**config.mk**
```make
export PLATFORM = sky130hd
export DESIGN_NAME = dequant_unzigzag
export DESIGN_NICKNAME = d
export VERILOG_FILES = /design/src/rtl/jpeg_dec_pkg.sv /design/src/rtl/dequant_bank_ram.sv /design/src/rtl/dequant_unzigzag.sv
export SDC_FILE = /design/constraint.sdc
export NUM_CORES = 2
export LEC_CHECK = 0
export ABC_AREA = 1
export CAP_MARGIN = 20
export CORE_ASPECT_RATIO = 0.75
export CORE_MARGIN = 3
export CORE_UTILIZATION = 40
export DETAILED_ROUTE_END_ITERATION = 6
export PLACE_DENSITY = 0.55
export SKIP_LAST_GASP = 1
export SYNTH_ARGS = -nofsm -noshare
export SYNTH_HDL_FRONTEND = slang
export SYNTH_SLANG_ARGS = --single-unit
```
**constraint.sdc**
```tcl
create_clock -name clk_in -period 17.8 [get_ports clk_in]
set_input_delay 4.45 -clock clk_in [delete_from_list [all_inputs] [get_ports clk_in]]
set_output_delay 4.45 -clock clk_in [all_outputs]
set_load 0.01 [all_outputs]
```
**src/rtl/jpeg_dec_pkg.sv**
```systemverilog
// Shared JPEG decoder constants: coefficient/sample widths, quant table, zig-zag LUT.
// Latency: n/a (constants and types only).
// Backpressure: n/a.
package jpeg_dec_pkg;

  localparam int COEF_W = 12;
  localparam int OUT_W  = 16;

  typedef enum logic [1:0] {
    IDLE,
    LOAD,
    STREAM
  } rd_state_e;

  // One dequantized coefficient on its way into a bank
  typedef struct packed {
    logic             last;
    logic             eof;
    logic             bank;
    logic [5:0]       addr;
    logic [OUT_W-1:0] dat;
  } wr_req_t;

  // Quant table in zig-zag order (luma base table, highest frequency set to full scale)
  localparam logic [7:0] Q_TABLE [64] = '{
    8'd16,  8'd11,  8'd12,  8'd14,  8'd12,  8'd10,  8'd16,  8'd14,
    8'd13,  8'd14,  8'd18,  8'd17,  8'd16,  8'd19,  8'd24,  8'd40,
    8'd26,  8'd24,  8'd22,  8'd22,  8'd24,  8'd49,  8'd35,  8'd37,
    8'd29,  8'd40,  8'd58,  8'd51,  8'd61,  8'd60,  8'd57,  8'd51,
    8'd56,  8'd55,  8'd64,  8'd72,  8'd92,  8'd78,  8'd64,  8'd68,
    8'd87,  8'd69,  8'd55,  8'd56,  8'd80,  8'd109, 8'd81,  8'd87,
    8'd95,  8'd98,  8'd103, 8'd104, 8'd103, 8'd62,  8'd77,  8'd113,
    8'd121, 8'd112, 8'd100, 8'd120, 8'd92,  8'd101, 8'd103, 8'd255
  };

  // Zig-zag index -> raster position
  localparam logic [5:0] UNZZ [64] = '{
    6'd0,  6'd1,  6'd8,  6'd16, 6'd9,  6'd2,  6'd3,  6'd10,
    6'd17, 6'd24, 6'd32, 6'd25, 6'd18, 6'd11, 6'd4,  6'd5,
    6'd12, 6'd19, 6'd26, 6'd33, 6'd40, 6'd48, 6'd41, 6'd34,
    6'd27, 6'd20, 6'd13, 6'd6,  6'd7,  6'd14, 6'd21, 6'd28,
    6'd35, 6'd42, 6'd49, 6'd56, 6'd57, 6'd50, 6'd43, 6'd36,
    6'd29, 6'd22, 6'd15, 6'd23, 6'd30, 6'd37, 6'd44, 6'd51,
    6'd58, 6'd59, 6'd52, 6'd45, 6'd38, 6'd31, 6'd39, 6'd46,
    6'd53, 6'd60, 6'd61, 6'd54, 6'd47, 6'd55, 6'd62, 6'd63
  };

endpackage

```
**src/rtl/dequant_bank_ram.sv**
```systemverilog
// Two 64x16 sample banks: one write port, one registered read port.
// Latency: read data valid one cycle after rd_en_i.
// Backpressure: none; rd_dat_o holds while rd_en_i is low.
module dequant_bank_ram
  import jpeg_dec_pkg::*;
(
  input  logic             clk_i,
  input  logic             rst_ni,
  input  logic             wr_en_i,
  input  logic [6:0]       wr_addr_i,
  input  logic [OUT_W-1:0] wr_dat_i,
  input  logic             rd_en_i,
  input  logic [6:0]       rd_addr_i,
  output logic [OUT_W-1:0] rd_dat_o
);

  logic [OUT_W-1:0] mem_q [128];
  logic [OUT_W-1:0] rd_dat_q;

  // Storage array; contents are qualified by the written-masks, so no reset
  always_ff @(posedge clk_i) begin
    if (wr_en_i) mem_q[wr_addr_i] <= wr_dat_i;
  end

  // Registered read port, holds its value when not enabled
  always_ff @(posedge clk_i or negedge rst_ni) begin
    if (!rst_ni) rd_dat_q <= '0;
    else if (rd_en_i) rd_dat_q <= mem_q[rd_addr_i];
  end

  assign rd_dat_o = rd_dat_q;

endmodule

```
**src/rtl/dequant_unzigzag.sv**
```systemverilog
// Dequantizes zig-zag coefficients into ping-pong banks and streams 8x8 blocks in raster order.
// Latency: 3 cycles from accepted last coefficient to first out_valid; one LOAD bubble between blocks.
// Backpressure: coef_ready drops while the write bank is full/being read; d_out holds while out_ready is low.
// Build option DEQUANT_SAT_EN: saturate products to 16 bits (default wraps to the low 16 bits).
module dequant_unzigzag
  import jpeg_dec_pkg::*;
(
  input  logic              clk_in,
  input  logic              rst,
  input  logic [1:0]        factor_sel,
  input  logic              coef_valid,
  input  logic [COEF_W-1:0] coef_d,
  input  logic              coef_last,
  input  logic              eof_in,
  output logic              coef_ready,
  output logic              out_valid,
  input  logic              out_ready,
  output logic [OUT_W-1:0]  d_out,
  output logic              eof_out
);

  // write side
  logic             init_q;
  logic [5:0]       wr_idx_q;
  logic             wr_bank_q;
  logic [1:0]       fs_q;
  logic             s1_vld_q;
  wr_req_t          s1_q;
  logic             acc;
  logic             blk_end;
  logic [1:0]       fs_cur;
  logic [10:0]      q_sh;
  logic [OUT_W-1:0] dq;

  // bank bookkeeping
  logic [1:0][63:0] mask_q;
  logic [1:0]       full_q;
  logic [1:0]       eof_flag_q;

  // read side
  rd_state_e        state_q, state_d;
  logic [5:0]       rd_addr_q, rd_addr_d;
  logic             rd_bank_q, rd_bank_d;
  logic             hit_q;
  logic             rd_en;
  logic             rd_free;
  logic [OUT_W-1:0] ram_dat;

  assign coef_ready = init_q & ~full_q[wr_bank_q];
  assign acc        = coef_valid & coef_ready;
  assign blk_end    = coef_last | (wr_idx_q == 6'd63);
  // the scale is taken from the port on the first coefficient and held for the rest of the block
  assign fs_cur     = (wr_idx_q == 6'd0) ? factor_sel : fs_q;
  assign q_sh       = {3'b000, Q_TABLE[wr_idx_q]} << fs_cur;

`ifdef DEQUANT_SAT_EN
  // full-range product: 12b signed coefficient times up to 2040
  logic signed [23:0] prod_wide;
  assign prod_wide = $signed({{12{coef_d[COEF_W-1]}}, coef_d}) * $signed({13'b0, q_sh});

  // Clamp the product to the signed 16-bit sample range
  always_comb begin
    if (prod_wide > 24'sd32767)       dq = 16'h7FFF;
    else if (prod_wide < -24'sd32768) dq = 16'h8000;
    else                              dq = prod_wide[OUT_W-1:0];
  end
`else
  // only the low 16 bits survive, so a 16-bit multiply gives them directly
  logic [OUT_W-1:0] coef_ext;
  logic [OUT_W-1:0] q_ext;
  assign coef_ext = {{(OUT_W-COEF_W){coef_d[COEF_W-1]}}, coef_d};
  assign q_ext    = {{(OUT_W-11){1'b0}}, q_sh};
  assign dq       = coef_ext * q_ext;
`endif

  // Accept coefficients: zig-zag index, target bank, block scale, product register
  always_ff @(posedge clk_in or negedge rst) begin
    if (!rst) begin
      init_q    <= 1'b0;
      wr_idx_q  <= '0;
      wr_bank_q <= 1'b0;
      fs_q      <= '0;
      s1_vld_q  <= 1'b0;
      s1_q      <= '0;
    end else begin
      init_q   <= 1'b1;
      s1_vld_q <= acc;
      if (acc) begin
        s1_q.dat  <= dq;
        s1_q.addr <= UNZZ[wr_idx_q];
        s1_q.bank <= wr_bank_q;
        s1_q.last <= blk_end;
        s1_q.eof  <= eof_in & blk_end;
        fs_q      <= fs_cur;
        if (blk_end) begin
          wr_idx_q  <= '0;
          wr_bank_q <= ~wr_bank_q;
        end else begin
          wr_idx_q <= wr_idx_q + 6'd1;
        end
      end
    end
  end

  // Bank flags: mask clear on first coefficient, mask set per write, full on last write, free after streaming
  always_ff @(posedge clk_in or negedge rst) begin
    if (!rst) begin
      mask_q     <= '0;
      full_q     <= '0;
      eof_flag_q <= '0;
    end else begin
      if (acc && (wr_idx_q == 6'd0)) mask_q[wr_bank_q] <= '0;
      if (s1_vld_q) mask_q[s1_q.bank][s1_q.addr] <= 1'b1;
      if (rd_free) full_q[rd_bank_q] <= 1'b0;
      if (s1_vld_q && s1_q.last) begin
        full_q[s1_q.bank]     <= 1'b1;
        eof_flag_q[s1_q.bank] <= s1_q.eof;
      end
    end
  end

  dequant_bank_ram u_ram (
    .clk_i     (clk_in),
    .rst_ni    (rst),
    .wr_en_i   (s1_vld_q),
    .wr_addr_i ({s1_q.bank, s1_q.addr}),
    .wr_dat_i  (s1_q.dat),
    .rd_en_i   (rd_en),
    .rd_addr_i ({rd_bank_q, rd_addr_d}),
    .rd_dat_o  (ram_dat)
  );

  // Read sequencer: LOAD primes the registered read, STREAM walks the raster addresses
  always_comb begin
    state_d   = state_q;
    rd_addr_d = rd_addr_q;
    rd_bank_d = rd_bank_q;
    rd_en     = 1'b0;
    rd_free   = 1'b0;
    case (state_q)
      IDLE: begin
        if (full_q[rd_bank_q]) state_d = LOAD;
      end
      LOAD: begin
        rd_en     = 1'b1;
        rd_addr_d = '0;
        state_d   = STREAM;
      end
      STREAM: begin
        if (out_ready) begin
          if (rd_addr_q == 6'd63) begin
            rd_free   = 1'b1;
            rd_bank_d = ~rd_bank_q;
            state_d   = full_q[~rd_bank_q] ? LOAD : IDLE;
          end else begin
            rd_en     = 1'b1;
            rd_addr_d = rd_addr_q + 6'd1;
          end
        end
      end
      default: state_d = IDLE;
    endcase
  end

  // Read state registers; the mask bit travels alongside the RAM read data
  always_ff @(posedge clk_in or negedge rst) begin
    if (!rst) begin
      state_q   <= IDLE;
      rd_addr_q <= '0;
      rd_bank_q <= 1'b0;
      hit_q     <= 1'b0;
    end else begin
      state_q   <= state_d;
      rd_addr_q <= rd_addr_d;
      rd_bank_q <= rd_bank_d;
      if (rd_en) hit_q <= mask_q[rd_bank_q][rd_addr_d];
    end
  end

  assign out_valid = (state_q == STREAM);
  assign d_out     = (out_valid && hit_q) ? ram_dat : '0;
  assign eof_out   = out_valid && (rd_addr_q == 6'd63) && eof_flag_q[rd_bank_q];

endmodule

```
# --- Yosys cells after proc, flatten, opt, wreduce, memory -nomap -nowiden ---
# Memories as Yosys holds them, arrays and structs flattened. A register that Yosys moved wholly into a read port is not among the register bits.
# Cells that the tools add are included.
# Widths: inputs -> output; s select.
word_totals:
  rom_bits: 896
  output_inout_bits: 19
  wordCells: 120
  register_bits: 172
  memories: 3
  ram_bits: 2048
  input_bits: 20
op_classes:
  mul: 1
  eq_ne: 7
  n_addsub: 2
  n_bitwise: 14
  n_shift: 1
  n_reduce_logical: 16
  order_cmp: 11
  n_mux: 48
mem_list:
  columns: ["memory", "depth", "width", "read_ports", "rd_ports_with_merged_regs", "wr", "line", "text"]
  rows:
  - ["u_ram.mem_q", 128, 16, 1, 1, 1, "dequant_bank_ram.sv:17", "logic [OUT_W-1:0] mem_q [128];"]
  - ["(no name shown)", 64, 8, 1, 0, 0, "dequant_unzigzag.sv:54", "assign q_sh = {3'b000, Q_TABLE[wr_idx_q]} << fs_cur;"]
  - ["(no name shown)", 64, 6, 1, 1, 0, "dequant_unzigzag.sv:90", "s1_q.addr <= UNZZ[wr_idx_q];"]
op_table:
  columns: ["cell", "n"]
  rows:
  - ["$mux 128", 2]
  - ["$mux 64", 4]
  - ["$and 128x128->128", 1]
  - ["$demux 64 s1", 2]
  - ["$not 128->128", 1]
  - ["$or 128x128->128", 1]
  - ["$mux 1", 20]
  - ["$mux 6", 3]
  - ["$mul 12x12->16", 1]
  - ["$mux 16", 1]
  - ["$mux 8", 2]
  - ["$lt 6x7->1 const B", 2]
  - ["$add 6x1->6 const B", 2]
  - ["$eq 6x6->1 const B", 2]
  - ["$mux 2", 6]
  - ["$pmux 6 s2", 1]
  - ["$shl 8x2->11", 1]
  - ["$logic_and 1x1->1", 9]
  - ["$lt 1x2->1 const B", 4]
  - ["$ge 7x7->1 const B", 1]
  - ["$not 6->7", 1]
  - ["$bmux 1 s6", 1]
  - ["$demux 1 s6", 1]
  - ["$ge 6x1->1 const B", 1]
  - ["20 further kinds", 30]

# --- Depth between registers and ports, before layout ---
depth:
  ltp_word: 9
  depth_mapped: 39
  mapped_depth_nobuf: 39

# --- By module ---
# A second synthesis with hierarchy kept.
unflattened:
  cells_unflattened: 8634
  area_unflattened_um2: 96515.1
modules_own_cells:
  columns: ["module", "cells_per_inst", "area_each_um2", "n_inst", "seq_area_each_um2"]
  rows:
  - ["dequant_bank_ram", 6846, 83043.4, 1, 61899.4]
  - ["dequant_unzigzag", 1788, 13471.7, 1, 4454.3]

# --- Least setup slack after synthesis ---
# OpenSTA, ideal clock, no wires.
synth_timing:
  kind: "input port to flip-flop"
  start: "input factor_sel[0]"
  end: "register s1_q[15] (netlist name)"
  setup_time_ps: 123
  path_stages: 30
  t_required_ps: 17677
  path_slack_ps: 8496
  t_arrival_ps: 9181
  path_buffers: 0
  path_cell_list: "inv_1 > o21ai_4 > nand2_1 > nand3_1 > nand2_1 > inv_1 > nand2_1 > fa_1 > inv_1 > fa_1 > inv_1 > fa_1 > inv_1 > fa_1 > inv_1 > fa_1 > inv_1 > ha_1 > a21oi_1 > o21ai_0 > nand2_1 > o211ai_1 > a31oi_1 > inv_1 > nand2_1 > nand2_1 > inv_1 > nand3_1 > nand3_1 > nand2_1"
synth_between:
  elab_chain_len: 3
synth_rtl:
  columns: ["element", "line", "text"]
  rows:
  - ["from (decl)", "dequant_unzigzag.sv:10", "input logic [1:0] factor_sel,"]
  - ["$mux 2", "dequant_unzigzag.sv:53", "assign fs_cur = (wr_idx_q == 6'd0) ? factor_sel : fs_q;"]
  - ["$shl 8x2->11", "dequant_unzigzag.sv:54", null]
  - ["$mul 12x12->16", "dequant_unzigzag.sv:73", "assign dq = coef_ext * q_ext;"]
  - ["to (decl)", "dequant_unzigzag.sv:28", "wr_req_t s1_q;"]
# Every way passes these cells.
# A chain may end at the register's enable or synchronous reset.

# --- Final worst setup path ---
layout_timing:
  start: "input factor_sel[1]"
  end: "register s1_q[15] (netlist name)"
# The elaborated chain is that of the path after synthesis.

==> flow_metrics.env <==
export IMPL_gp_congestion=0.855
export IMPL_synthFlopType="edfxtp_1"
export IMPL_synthArstFlopShare=0.0865
export IMPL_p_per_area_nw_per_um2=139
export IMPL_finalCritPeriodShare=0.564
export IMPL_netlist_area_um2=98200
export IMPL_cellLeakagePower_uw=0.0426
export IMPL_postCtsSetupBuffers=0
export IMPL_synth_edf_count=2048
export IMPL_worst_path_max_delay_cell="fa_1"
export IMPL_fmax_ghz=0.0996
export IMPL_grt_usage=0.221
export IMPL_power_uw=15100
export IMPL_dp_hpwl_um=157000
export IMPL_cp_arrival_ps=10740
export IMPL_rsz0062_at_grt="false"
export IMPL_comb_power_share=0.321
export IMPL_cts_tree="built"
export IMPL_final_core_util=0.447
export IMPL_hold_path_class="flop to flop"
export IMPL_grt_pass1_vias=62200
export IMPL_grt_pass1_wl_um=422000
export IMPL_grt_max_degree=212
export IMPL_yosys_area_share_simple=0.182
export IMPL_synth_compound_area_frac=0.0655
export IMPL_io_pin_count=39
export IMPL_status="completed"
export IMPL_crit_path_start_kind="input port"
export IMPL_holdWs_ps=484
export IMPL_drc_errors=0
export IMPL_worst_path_max_fanout=12
export IMPL_post_drt_wl_per_cell_um=23.3
export IMPL_drive_above_1_share=0.0804
export IMPL_cts_root_buf="clkbuf_16"
export IMPL_ys_seq_elements=2242
export IMPL_final_cells=12300
export IMPL_finalHoldViolations=0
export IMPL_yosys_area_top_type="edfxtp_1"
export IMPL_drv_cap=0
export IMPL_synth_area_leaders="edfxtp_1, nand2_1, nand3_1"
export IMPL_ctsHoldBuffers=0
export IMPL_drtAntennaViolNets=0
export IMPL_nFillCells=22300
export IMPL_synth_top_family_by_area="simple AND/OR/NAND/NOR gates"
export IMPL_slowest_delay_ps=530
export IMPL_required_ps=18500
export IMPL_clkPwrFrac=0.300
export IMPL_design_core_area_um2=243000
export IMPL_wl_um=285000
export IMPL_synthXorXnorAreaFrac=0.00161
export IMPL_rows=156
export IMPL_syn2layout_area_growth_pct=10.6
export IMPL_slew_viol_final=0
export IMPL_swShare=0.370
export IMPL_synth_warnings=0
export IMPL_first_pass_iters=6
export IMPL_gr_total_overflow=0
export IMPL_criticalPathCategory="input port to flop"
export IMPL_pwr_share_seq=0.379
export IMPL_die_area_um2=251000
export IMPL_cp_common_cell="inv_1"
export IMPL_dieHeight_um=435
export IMPL_io_buffer_count=38
export IMPL_synthCells=8940
export IMPL_slew_headroom=0.221
export IMPL_cts_max_path_buffers=4
export IMPL_tightestPinTransition_ps=1170
export IMPL_numCtsBuffers=226
export IMPL_dp_cells=11900
export IMPL_nets=8998
export IMPL_antenna_found_initial=11
export IMPL_setup_tns_ps=0
export IMPL_ir_drop_mv=0.262
export IMPL_die_x_um=578
export IMPL_synthAdderAreaFrac=0.0227
export IMPL_synth_top_area_frac=0.626
export IMPL_h_tree_depth=4
export IMPL_cp_end_kind="flop"
export IMPL_finalWorstPathRequiredPeriod_ps=10040
export IMPL_fin_skew_ps=75.7
export IMPL_setup_viol=0
export IMPL_insertion_delay_ps=870
export IMPL_syn_avg_cell_area_um2=11.0
export IMPL_clk_pin_slew_ps=70
export IMPL_numClockSinks=2242
export IMPL_viasPerCell=5.42
export IMPL_drt_iter0_drc=7725
export IMPL_synth_area_mux_share=0
export IMPL_cts_resized=0
export IMPL_syn_nets=9094
export IMPL_vias=66400
export IMPL_yosys_cell_types_count=51
export IMPL_p_int_uw=9500
export IMPL_yosysSeqAreaShare=0.676
export IMPL_p_switching_uw=5580
export IMPL_initial_core_util=0.405
cell usage after synthesis, drive strengths merged, types with 2 or more instances:
library cell     n
inv            611
nand4            6
buf            360
o311ai           2
edfxtp        2048
a21oi           49
nand2         2373
ha              60
clkinv           5
o22ai           55
dfrtp          194
a31oi            3
xnor2            7
xor2            11
nor3            11
a211oi          10
nand3b           2
nor2           598
o211ai         285
a21o             2
clkbuf         208
fa              74
a22oi            3
or2            163
nand3         1099
o21ai          685
a32oi            2
o31ai            4
o32ai            2
cell type report:
cell class              count  area (µm²)  share of cell area
inverters                 616        2340              0.0215
clock inverters            96         696             0.00641
well taps                3239        4050              0.0373
repair buffers            244        2130              0.0196
clock buffers             301        6130              0.0565
diodes                      4        10.0           0.0000922
multi-input cells        5514       26800               0.247
flip-flops and latches   2242       66400               0.612
power by group through the flow:
| stage | Sequential, µW | Combinational (µW) | Clock (µW) |
|---|---|---|---|
| global placement | 5820 | 4840 | 0 |
| detailed placement | 5820 | 4870 | 0 |
| global route | 5710 | 5390 | 4810 |
| CTS | 5710 | 4880 | 4600 |
| floorplan | 5810 | 3670 | 0 |
| finish | 5710 | 4850 | 4520 |
path summary, 6_finish.rpt:
path                            cells after the start                            from                        endpoint  slack, ps
worst max-delay path                               31                   factor_sel[1]            s1_q[15]$_DFFE_PN0P_       7760
worst min-delay path                                2  u_ram.rd_dat_o[13]$_DFFE_PN0P_  u_ram.rd_dat_o[13]$_DFFE_PN0P_        480
worst max register to register                     36         wr_idx_q[1]$_DFFE_PN0P_            s1_q[15]$_DFFE_PN0P_       9870
worst min register to register                      2  u_ram.rd_dat_o[13]$_DFFE_PN0P_  u_ram.rd_dat_o[13]$_DFFE_PN0P_        480
max in group asynchronous                           4                             rst            mask_q[89]$_DFF_PN0_      12360
min in group asynchronous                           1                             rst             fs_q[1]$_DFFE_PN0P_       3610
kinds of logic (layout without fill, tap and decap cells):
family / Yosys count / after routing
fa+ha+maj: 134 / 134
simple gates: 4254 / 4254
other cells: 1 / 5
xor+xnor: 18 / 18
compound gates: 1107 / 1107
buf+inv: 1184 / 1257
flops: 2242 / 2242
critical path: cells and delay by family:
family,cells,cell delay [ps]
AO/OA/AOI/OAI,5,990
AND/OR/NAND/NOR,10,970
buffers and inverters,10,1490
adder cells (fa/ha/maj),6,2820
through the flow:
stage	setup slack (ps)	instance area, µm²
CTS	7830	108000
global route	7230	109000
global placement	6770	102000
floorplan	8500	98200
finish	7760	109000
detailed placement	6950	102000
cell usage in the layout, fill, tap and decap left out, types with 61 or more instances in the layout:
cell type	count
inv_1	599
dfrtp_1	177
buf_4	192
nor2_1	579
or2_2	156
nand3_1	1094
o211ai_1	285
nand2_1	2359
edfxtp_1	2048
clkbuf_1	61
o21ai_0	631
clkbuf_16	232
fa_1	74
metal layers:
metal,up-vias,GRT usage,wire length [µm]
met5,-,0,13
met4,2,0.0527,6770
met3,381,0.0389,23400
met2,2569,0.322,123000
met1,32900,0.343,132000
li1,30500,-,-
flip-flops by register name (all words and copies together) (netlist names):
name	flops
rd_bank_q	1
wr_bank_q	1
eof_flag_q	2
s1_vld_q	1
hit_q	1
s1_q	25
full_q	2
init_q	1
rd_addr_q	6
u_ram.mem_q	2048
fs_q	2
wr_idx_q	6
mask_q	128
u_ram.rd_dat_o	16
state_q	2
Note: power is estimated with default switching activity, not from simulation.
